===== src/rtl/stopwatch_lap_core.sv =====
`default_nettype none
// ============================================================================
// Module   : stopwatch_lap_core
// Brief    : N-digit mixed-radix stopwatch with run/pause/clear and lap-hold
//            display. Optional macro STOPWATCH_OVF_HALT_EN: saturate and
//            pause at all-max instead of wrapping to zero.
// Revision : 1.0 - initial release
// ============================================================================
module stopwatch_lap_core #(
    parameter int          NDIG      = 5,
    parameter int          TICK_DIV  = 10_000_000,
    parameter logic [7:0]  MOD6_MASK = 8'h00
) (
    input  logic              clk,
    input  logic              reset,
    input  logic              btn_start,
    input  logic              btn_lap,
    output logic [NDIG*4-1:0] disp_digits,
    output logic              running,
    output logic              lap_hold,
    output logic              overflow
);

    localparam int                 c_div_w   = $clog2(TICK_DIV);
    localparam logic [c_div_w-1:0] c_div_max = c_div_w'(TICK_DIV - 1);
`ifdef STOPWATCH_OVF_HALT_EN
    localparam logic               c_halt_en = 1'b1;
`else
    localparam logic               c_halt_en = 1'b0;
`endif

    typedef enum logic [1:0] {
        S_IDLE  = 2'd0,
        S_RUN   = 2'd1,
        S_PAUSE = 2'd2
    } state_t;

    state_t                r_state;
    state_t                w_state_next;
    logic                  r_start_prev;
    logic                  r_lap_prev;
    logic [c_div_w-1:0]    r_div;
    logic [NDIG*4-1:0]     r_count;
    logic [NDIG*4-1:0]     r_snapshot;
    logic                  r_lap_hold;
    logic                  r_overflow;

    logic                  w_start_press;
    logic                  w_lap_press;
    logic                  w_tick;
    logic                  w_all_max;
    logic [NDIG-1:0]       w_at_max;
    logic [NDIG-1:0]       w_carry;
    logic [NDIG*4-1:0]     w_count_inc;
    logic                  w_div_clear;
    logic                  w_count_clear;
    logic                  w_lap_next;
    logic                  w_snap_load;

    assign w_start_press = btn_start & ~r_start_prev;
    assign w_lap_press   = btn_lap   & ~r_lap_prev;
    assign w_tick        = (r_state == S_RUN) && (r_div == c_div_max);
    assign w_all_max     = &w_at_max;
    assign w_carry[0]    = w_tick;

    // Each digit sees a carry-in computed directly from the lower digits, so
    // the whole chain settles in one cycle.
    genvar gi;
    generate
        for (gi = 0; gi < NDIG; gi++) begin : g_digit
            localparam logic [3:0] c_max = MOD6_MASK[gi] ? 4'd5 : 4'd9;
            logic [3:0] w_dig;
            assign w_dig        = r_count[4*gi +: 4];
            assign w_at_max[gi] = (w_dig == c_max);
            assign w_count_inc[4*gi +: 4] = !w_carry[gi] ? w_dig :
                                            (w_at_max[gi] ? 4'd0 : w_dig + 4'd1);
            if (gi < NDIG - 1) begin : g_carry
                assign w_carry[gi+1] = w_carry[gi] & w_at_max[gi];
            end
        end
    endgenerate

    always_ff @(posedge clk) begin
        if (reset) begin
            r_state <= S_IDLE;
        end else begin
            r_state <= w_state_next;
        end
    end

    always_comb begin
        w_state_next  = r_state;
        w_div_clear   = 1'b0;
        w_count_clear = 1'b0;
        w_lap_next    = r_lap_hold;
        w_snap_load   = 1'b0;
        running       = (r_state == S_RUN);
        case (r_state)
            S_IDLE: begin
                if (w_start_press) begin
                    w_state_next = S_RUN;
                    w_div_clear  = 1'b1;
                end
            end
            S_RUN: begin
                if (c_halt_en && w_tick && w_all_max) begin
                    w_state_next = S_PAUSE;
                    w_lap_next   = 1'b0;
                end else if (w_start_press) begin
                    w_state_next = S_PAUSE;
                    w_lap_next   = 1'b0;
                end else if (w_lap_press) begin
                    w_lap_next   = ~r_lap_hold;
                    w_snap_load  = ~r_lap_hold;
                end
            end
            S_PAUSE: begin
                // A saturated count cannot be resumed; only a clear leaves.
                if (w_start_press && !(c_halt_en && w_all_max)) begin
                    w_state_next = S_RUN;
                end else if (w_lap_press) begin
                    w_state_next  = S_IDLE;
                    w_count_clear = 1'b1;
                end
            end
            default: begin
                w_state_next = S_IDLE;
            end
        endcase
    end

    always_ff @(posedge clk) begin
        if (reset) begin
            r_start_prev <= 1'b0;
            r_lap_prev   <= 1'b0;
            r_div        <= '0;
            r_count      <= '0;
            r_snapshot   <= '0;
            r_lap_hold   <= 1'b0;
            r_overflow   <= 1'b0;
        end else begin
            r_start_prev <= btn_start;
            r_lap_prev   <= btn_lap;
            r_lap_hold   <= w_lap_next;
            r_overflow   <= w_tick & w_all_max;
            if (w_snap_load) begin
                r_snapshot <= r_count;
            end
            if (w_div_clear) begin
                r_div <= '0;
            end else if (r_state == S_RUN) begin
                r_div <= (r_div == c_div_max) ? '0 : r_div + 1'b1;
            end
            if (w_count_clear) begin
                r_count <= '0;
            end else if (w_tick && !(c_halt_en && w_all_max)) begin
                r_count <= w_count_inc;
            end
        end
    end

    assign disp_digits = r_lap_hold ? r_snapshot : r_count;
    assign lap_hold    = r_lap_hold;
    assign overflow    = r_overflow;

endmodule
`default_nettype wire


===== config.mk =====
export PLATFORM = sky130hd
export DESIGN_NAME = stopwatch_lap_core
export DESIGN_NICKNAME = d
export VERILOG_FILES = /design/src/rtl/stopwatch_lap_core.sv
export SDC_FILE = /design/constraint.sdc
export NUM_CORES = 1
export LEC_CHECK = 0
export ABC_AREA = 1
export CORE_ASPECT_RATIO = 0.5
export CORE_MARGIN = 4
export CORE_UTILIZATION = 29
export DETAILED_ROUTE_END_ITERATION = 7
export GPL_TIMING_DRIVEN = 0
export PLACE_DENSITY = 0.45
export RECOVER_POWER = 50
export SLEW_MARGIN = 15
export SYNTH_ARGS = -nofsm -noshare
export SYNTH_HDL_FRONTEND = slang
export SYNTH_SLANG_ARGS = --single-unit

===== constraint.sdc =====
create_clock -name clk -period 1.95 [get_ports clk]
set_clock_uncertainty 0.15 [all_clocks]
set_input_delay 0.2925 -clock clk [delete_from_list [all_inputs] [get_ports clk]]
set_output_delay 0.2925 -clock clk [all_outputs]
set_load 0.005 [all_outputs]

=== After elaboration in Yosys (flattened, before gate mapping) ===
Cells that the tools add are included.

* Reduce and logical (&&, ||, !) cells: 12
* $add $sub $neg: 6
* Bitwise operators: 10
* Muxes and demuxes: 22
* Equality and inequality tests: 11

{| class="wikitable"
|+ Operators with widths
! cell !! number
|-
| adder 24 x 1 -> 24 bit, second input constant || 1
|-
| == test 24 bit, second input constant || 1
|-
| two-way mux 24 bit || 1
|-
| adder 4 x 1 -> 4 bit, second input constant || 5
|-
| == test 4 bit, second input constant || 5
|-
| two-way mux 20 bit || 1
|-
| two-way mux 4 bit || 5
|-
| two-way mux 1 bit || 10
|-
| AND reduction 2 bit || 5
|-
| two-way mux 2 bit || 4
|-
| bitwise AND 1 bit || 7
|-
| one-hot mux 2 bit (3 select lines) || 1
|-
| AND reduction 5 bit || 1
|-
| OR reduction 2 bit || 2
|-
| inequality test 3 bit, second input constant || 1
|-
| NOT 1 bit || 3
|-
| AND reduction 3 bit || 1
|-
| == test 2 x 1 -> 1 bit, second input constant || 1
|-
| == test 2 bit, second input constant || 1
|-
| zero test 2 bit || 1
|-
| inequality test 2 x 1 -> 1 bit, second input constant || 1
|-
| inequality test 2 bit, second input constant || 1
|-
| nonzero test 2 bit || 1
|-
| logical AND 1 bit || 1
|}

* Input port bits: 4
* Register bits after elaboration: 70
* Output and inout bits: 23
* Logic and storage cells: 73

=== Depth between registers and ports, before layout ===
* Word-level depth: 7
* Gate-level depth with buffers: 10
* Mapped depth without buffers: 10

=== Least setup slack after synthesis ===
OpenSTA, ideal clock, no wires.

* Kind: register to register
* Start: register r_div[0]
* End: register r_div[20]
* Library setup time: 119 ps
* Slack: 318 ps
* Clock period less this slack: 1,632 ps
* Buffers on the path: 1
* Arrival: 1,363 ps
* Stages on the path, launching flop included: 10
* Data required time: 1,681 ps
* Cells stage by stage: dfxtp_1 ha_1 nand2_1 nor2_1 nand3_1 nor2_8 nor2_2 buf_4 o21ai_0 a21oi_1

* Longest elaborated chain between the ends: 2
* Elaborated cells on any way between the ends: 3
* Classes of those cells: add/sub (1); eq/ne (1); mux (1)

{| class="wikitable"
|+ Ends and longest elaborated chain
! item !! RTL line !! RTL
|-
| start, declared || 42 || <nowiki>logic [c_div_w-1:0] r_div;</nowiki>
|-
| start signal, assigned || 152 || <nowiki>r_div <= (r_div == c_div_max) ? '0 : r_div + 1'b1;</nowiki>
|-
| adder 24 x 1 -> 24 bit or == test 24 bit (tied branches) || 152 ||
|-
| two-way mux 24 bit (*) || 152 ||
|}

Every way passes the cells marked *; elsewhere a longest branch is shown, timed or not.
A chain may end at the register's enable or synchronous reset.

=== Worst setup path in the final report ===
* Start: register r_div[0]
* End: register r_count[6]

* Longest elaborated chain between the ends: 4

{| class="wikitable"
|+ Ends and longest elaborated chain
! item !! RTL line !! RTL
|-
| == test 24 bit (*) || 62 || <nowiki>assign w_tick = (r_state == S_RUN) && (r_div == c_div_max);</nowiki>
|-
| logical AND 1 bit (*) || 62 ||
|-
| bitwise AND 1 bit || 78 || <nowiki>assign w_carry[gi+1] = w_carry[gi] & w_at_max[gi];</nowiki>
|-
| AND reduction 2 bit (no line) (*) || n/a ||
|-
| end signal, assigned || 157 || <nowiki>r_count <= w_count_inc;</nowiki>
|-
| end, declared || 43 || <nowiki>logic [NDIG*4-1:0] r_count;</nowiki>
|}

Marked as above.

==> reports/summary.txt <==
Mean Syn Cell Area - 6.62 sq um
post-synthesis sequential area ratio - 0.383
most common cell after layout, fill and taps aside - nand2_1
largest net degree at the start of global routing - 14
Max Fclk - 549 MHz
post-synthesis adder-cell area fraction - 0.00342
simple-gate portion of the synthesized area - 0.312
Initial DRT Pass Iterations - 4
Clock Path Buffers - 2
worst-path maximum fanout - 7
Total GRT Usage - 0.144
I/O pin cnt - 27
final wirelength - 9.87 mm
Filler cells - 1317
CTS tree - done
crit share post-route - 0.934
Worst-Skew Late Latency - 340 ps
Placed Cells - 743
# nets final - 599
number of flops mapped to enable cells by yosys - 0
post-synthesis mux area share - 0
Core Region - 12100 sq um
WP data required - 2030 ps
Peak VDD IR - 333 uV
diodes inserted - 0
vias per inst - 4.59
post-synth top area share - 0.383
status - complete, no violations
min cycle time layout - 1820 ps
synth top area cells - dfxtp_1 38%, nand2_1 10%, o21ai_0 8.3%
TritonCTS Buffers - 9
Clk pin slew, worst setup/hold paths - 60 ps
remaining antenna violation count - 0
worst slew pin tran - 541 ps
WS Path Type - flop to flop
Synth Area in XOR/XNOR - 0.0191
FF+latch area - 1410 sq um
arrival time worst endpoint - 1910 ps
# DRC - 0
first-pass GRT wire length - 16.7 mm
TritonCTS Sinks - 70
leakage - 1.74 nW
initial antenna violation count - 0
H-tree levels - 3
Vias - 3509
prevailing post-synth register cell - dfxtp_1
dpl ws - -268 ps
DPL Wire Length - 7.33 mm
CP Cell Sequence - ha_2 > nand2_1 > nor2_1 > nand2_2 > nor2_4 > buf_4 > nand4_1 > nand2_1 > nor2_1
Iteration-0 DRC Markers - 148
post-synthesis instance area - 3660 sq um
Startpoint Class - flop
multi-input logic area - 1930 sq um
vias in the first global route - 3313
Synth Warn # - 0
die width - 167 microns
Slew Limit Fails - 0
Chip Height - 87.5 microns
final setup fails - 0
slowest CP cell - dfxtp_1
Compound-Gate Fraction of Synth Area - 0.176
Syn Inst Count - 553
CTS root buf - clkbuf_16
synth unique cells - 35
IO buf count - 25
final setup margin - 129 ps
routed len/inst - 12.9 microns
Rows - 28
Worst Hold Class - input port to flop
largest family of logic cells by synthesized area - simple AND/OR/NAND/NOR gates
gp weighted congestion - 0.824
Hold Fails Final Rpt - 0
total gr overflow - 0
Power Density - 778 nW/um^2
Worst Setup End Kind - flop
#FFs+latches synth - 70
max-cap violations - 0
Synthesized Nets - 558
Async SR Flop Fraction - 0
commonest non-fill, non-tap cells in the layout - 101 x nand2_1, 79 x inv_1, 65 x dfxtp_1, 62 x nor2_1, 52 x o21ai_0
Area Overhead vs Synth - 25.9%
total die area - 14600 sq um
cts hold-fix bufs - 0
share of layout cells above drive strength 1 - 0.125
leading area contributor after synthesis - dfxtp_1
starting density of the core - 0.303
crit-path max cell delay - 370 ps
Slew HR - 0.639
non-filler cells in the finished layout - 764
==> report_power, final <==
part           switching, W  internal, W
sequential        0.0000185      0.00146
clock              0.000670      0.00125
combinational      0.000122    0.0000680
==> Yosys cell counts (all sizes together) (2+ instances only) <==
library cell,count
nor3,12
dfxtp,70
and3,2
clkbuf,12
nand4,18
a21oi,47
nand2,110
buf,3
xor2,8
o21ai,67
nor2,76
a31oi,2
nand3,27
inv,87
a211oi,3
==> metal layers <==
layer  track usage  part of all wire  vias up
met5             0                 0        -
met4        0.0453             0.013        0
met3        0.0403             0.027       12
met2         0.221              0.43       32
met1         0.198              0.53     1587
li1              -                 -     1878
==> layout make-up <==
type / count / share of cell area
clock buffers: 9 / 0.0488
inverters: 87 / 0.0708
clock inverters: 7 / 0.0263
multi-input cells: 381 / 0.418
repair buffers: 30 / 0.0616
plain buffers: 15 / 0.0236
well taps: 165 / 0.0448
flip-flops and latches: 70 / 0.306
==> what timing repair did <==
action | CTS | global route
setup endpoints to repair | 21 | 50
pin swaps | 1 | 3
resized for setup | 42 | 38
setup buffers | 3 | 2
==> through the flow <==
step	area [sq um]	hold WS, ps	utilization	power, W	TNS (ps)
after floorplan	3660	267	-	0.00161	0
after global placement	4120	285	0.341	0.00167	-12790
after detailed placement	4120	288	0.341	0.00167	-11410
after CTS	4530	176	0.375	0.00364	-489
after global routing	4610	203	0.381	0.00373	-37.2
final	4610	169	0.381	0.00359	0
==> cells by family after synthesis <==
kind of cell             count (synthesis)
buffers and inverters                  102
AO/OA/AOI/OAI                          124
adder cells (fa/ha/maj)                  1
AND/OR/NAND/NOR                        248
XOR/XNOR                                 8
flip-flops                              70
==> final timing paths <==
path	start	to	slack [ps]	depth (start not counted)
max	r_div[0]	r_count[6]	130	9
min	reset	r_start_prev	170	2
max reg2reg	r_div[0]	r_count[6]	130	9
min reg2reg	r_snapshot[15]	r_snapshot[15]	290	2
==> worst max-delay path, delay by kind of cell (launching register included) <==
kind	cells	cell delay (ps)
AND/OR/NAND/NOR	7	820
flip-flops	1	370
adder cells (fa/ha/maj)	1	230
buffers and inverters	1	150
==> flip-flops by register name, indices dropped and copies added, names as in the netlist <==
signal        cells
r_div            24
r_count          20
r_snapshot       20
r_state           2
lap_hold          1
overflow          1
r_lap_prev        1
r_start_prev      1
(Power assumes the default switching activity.)
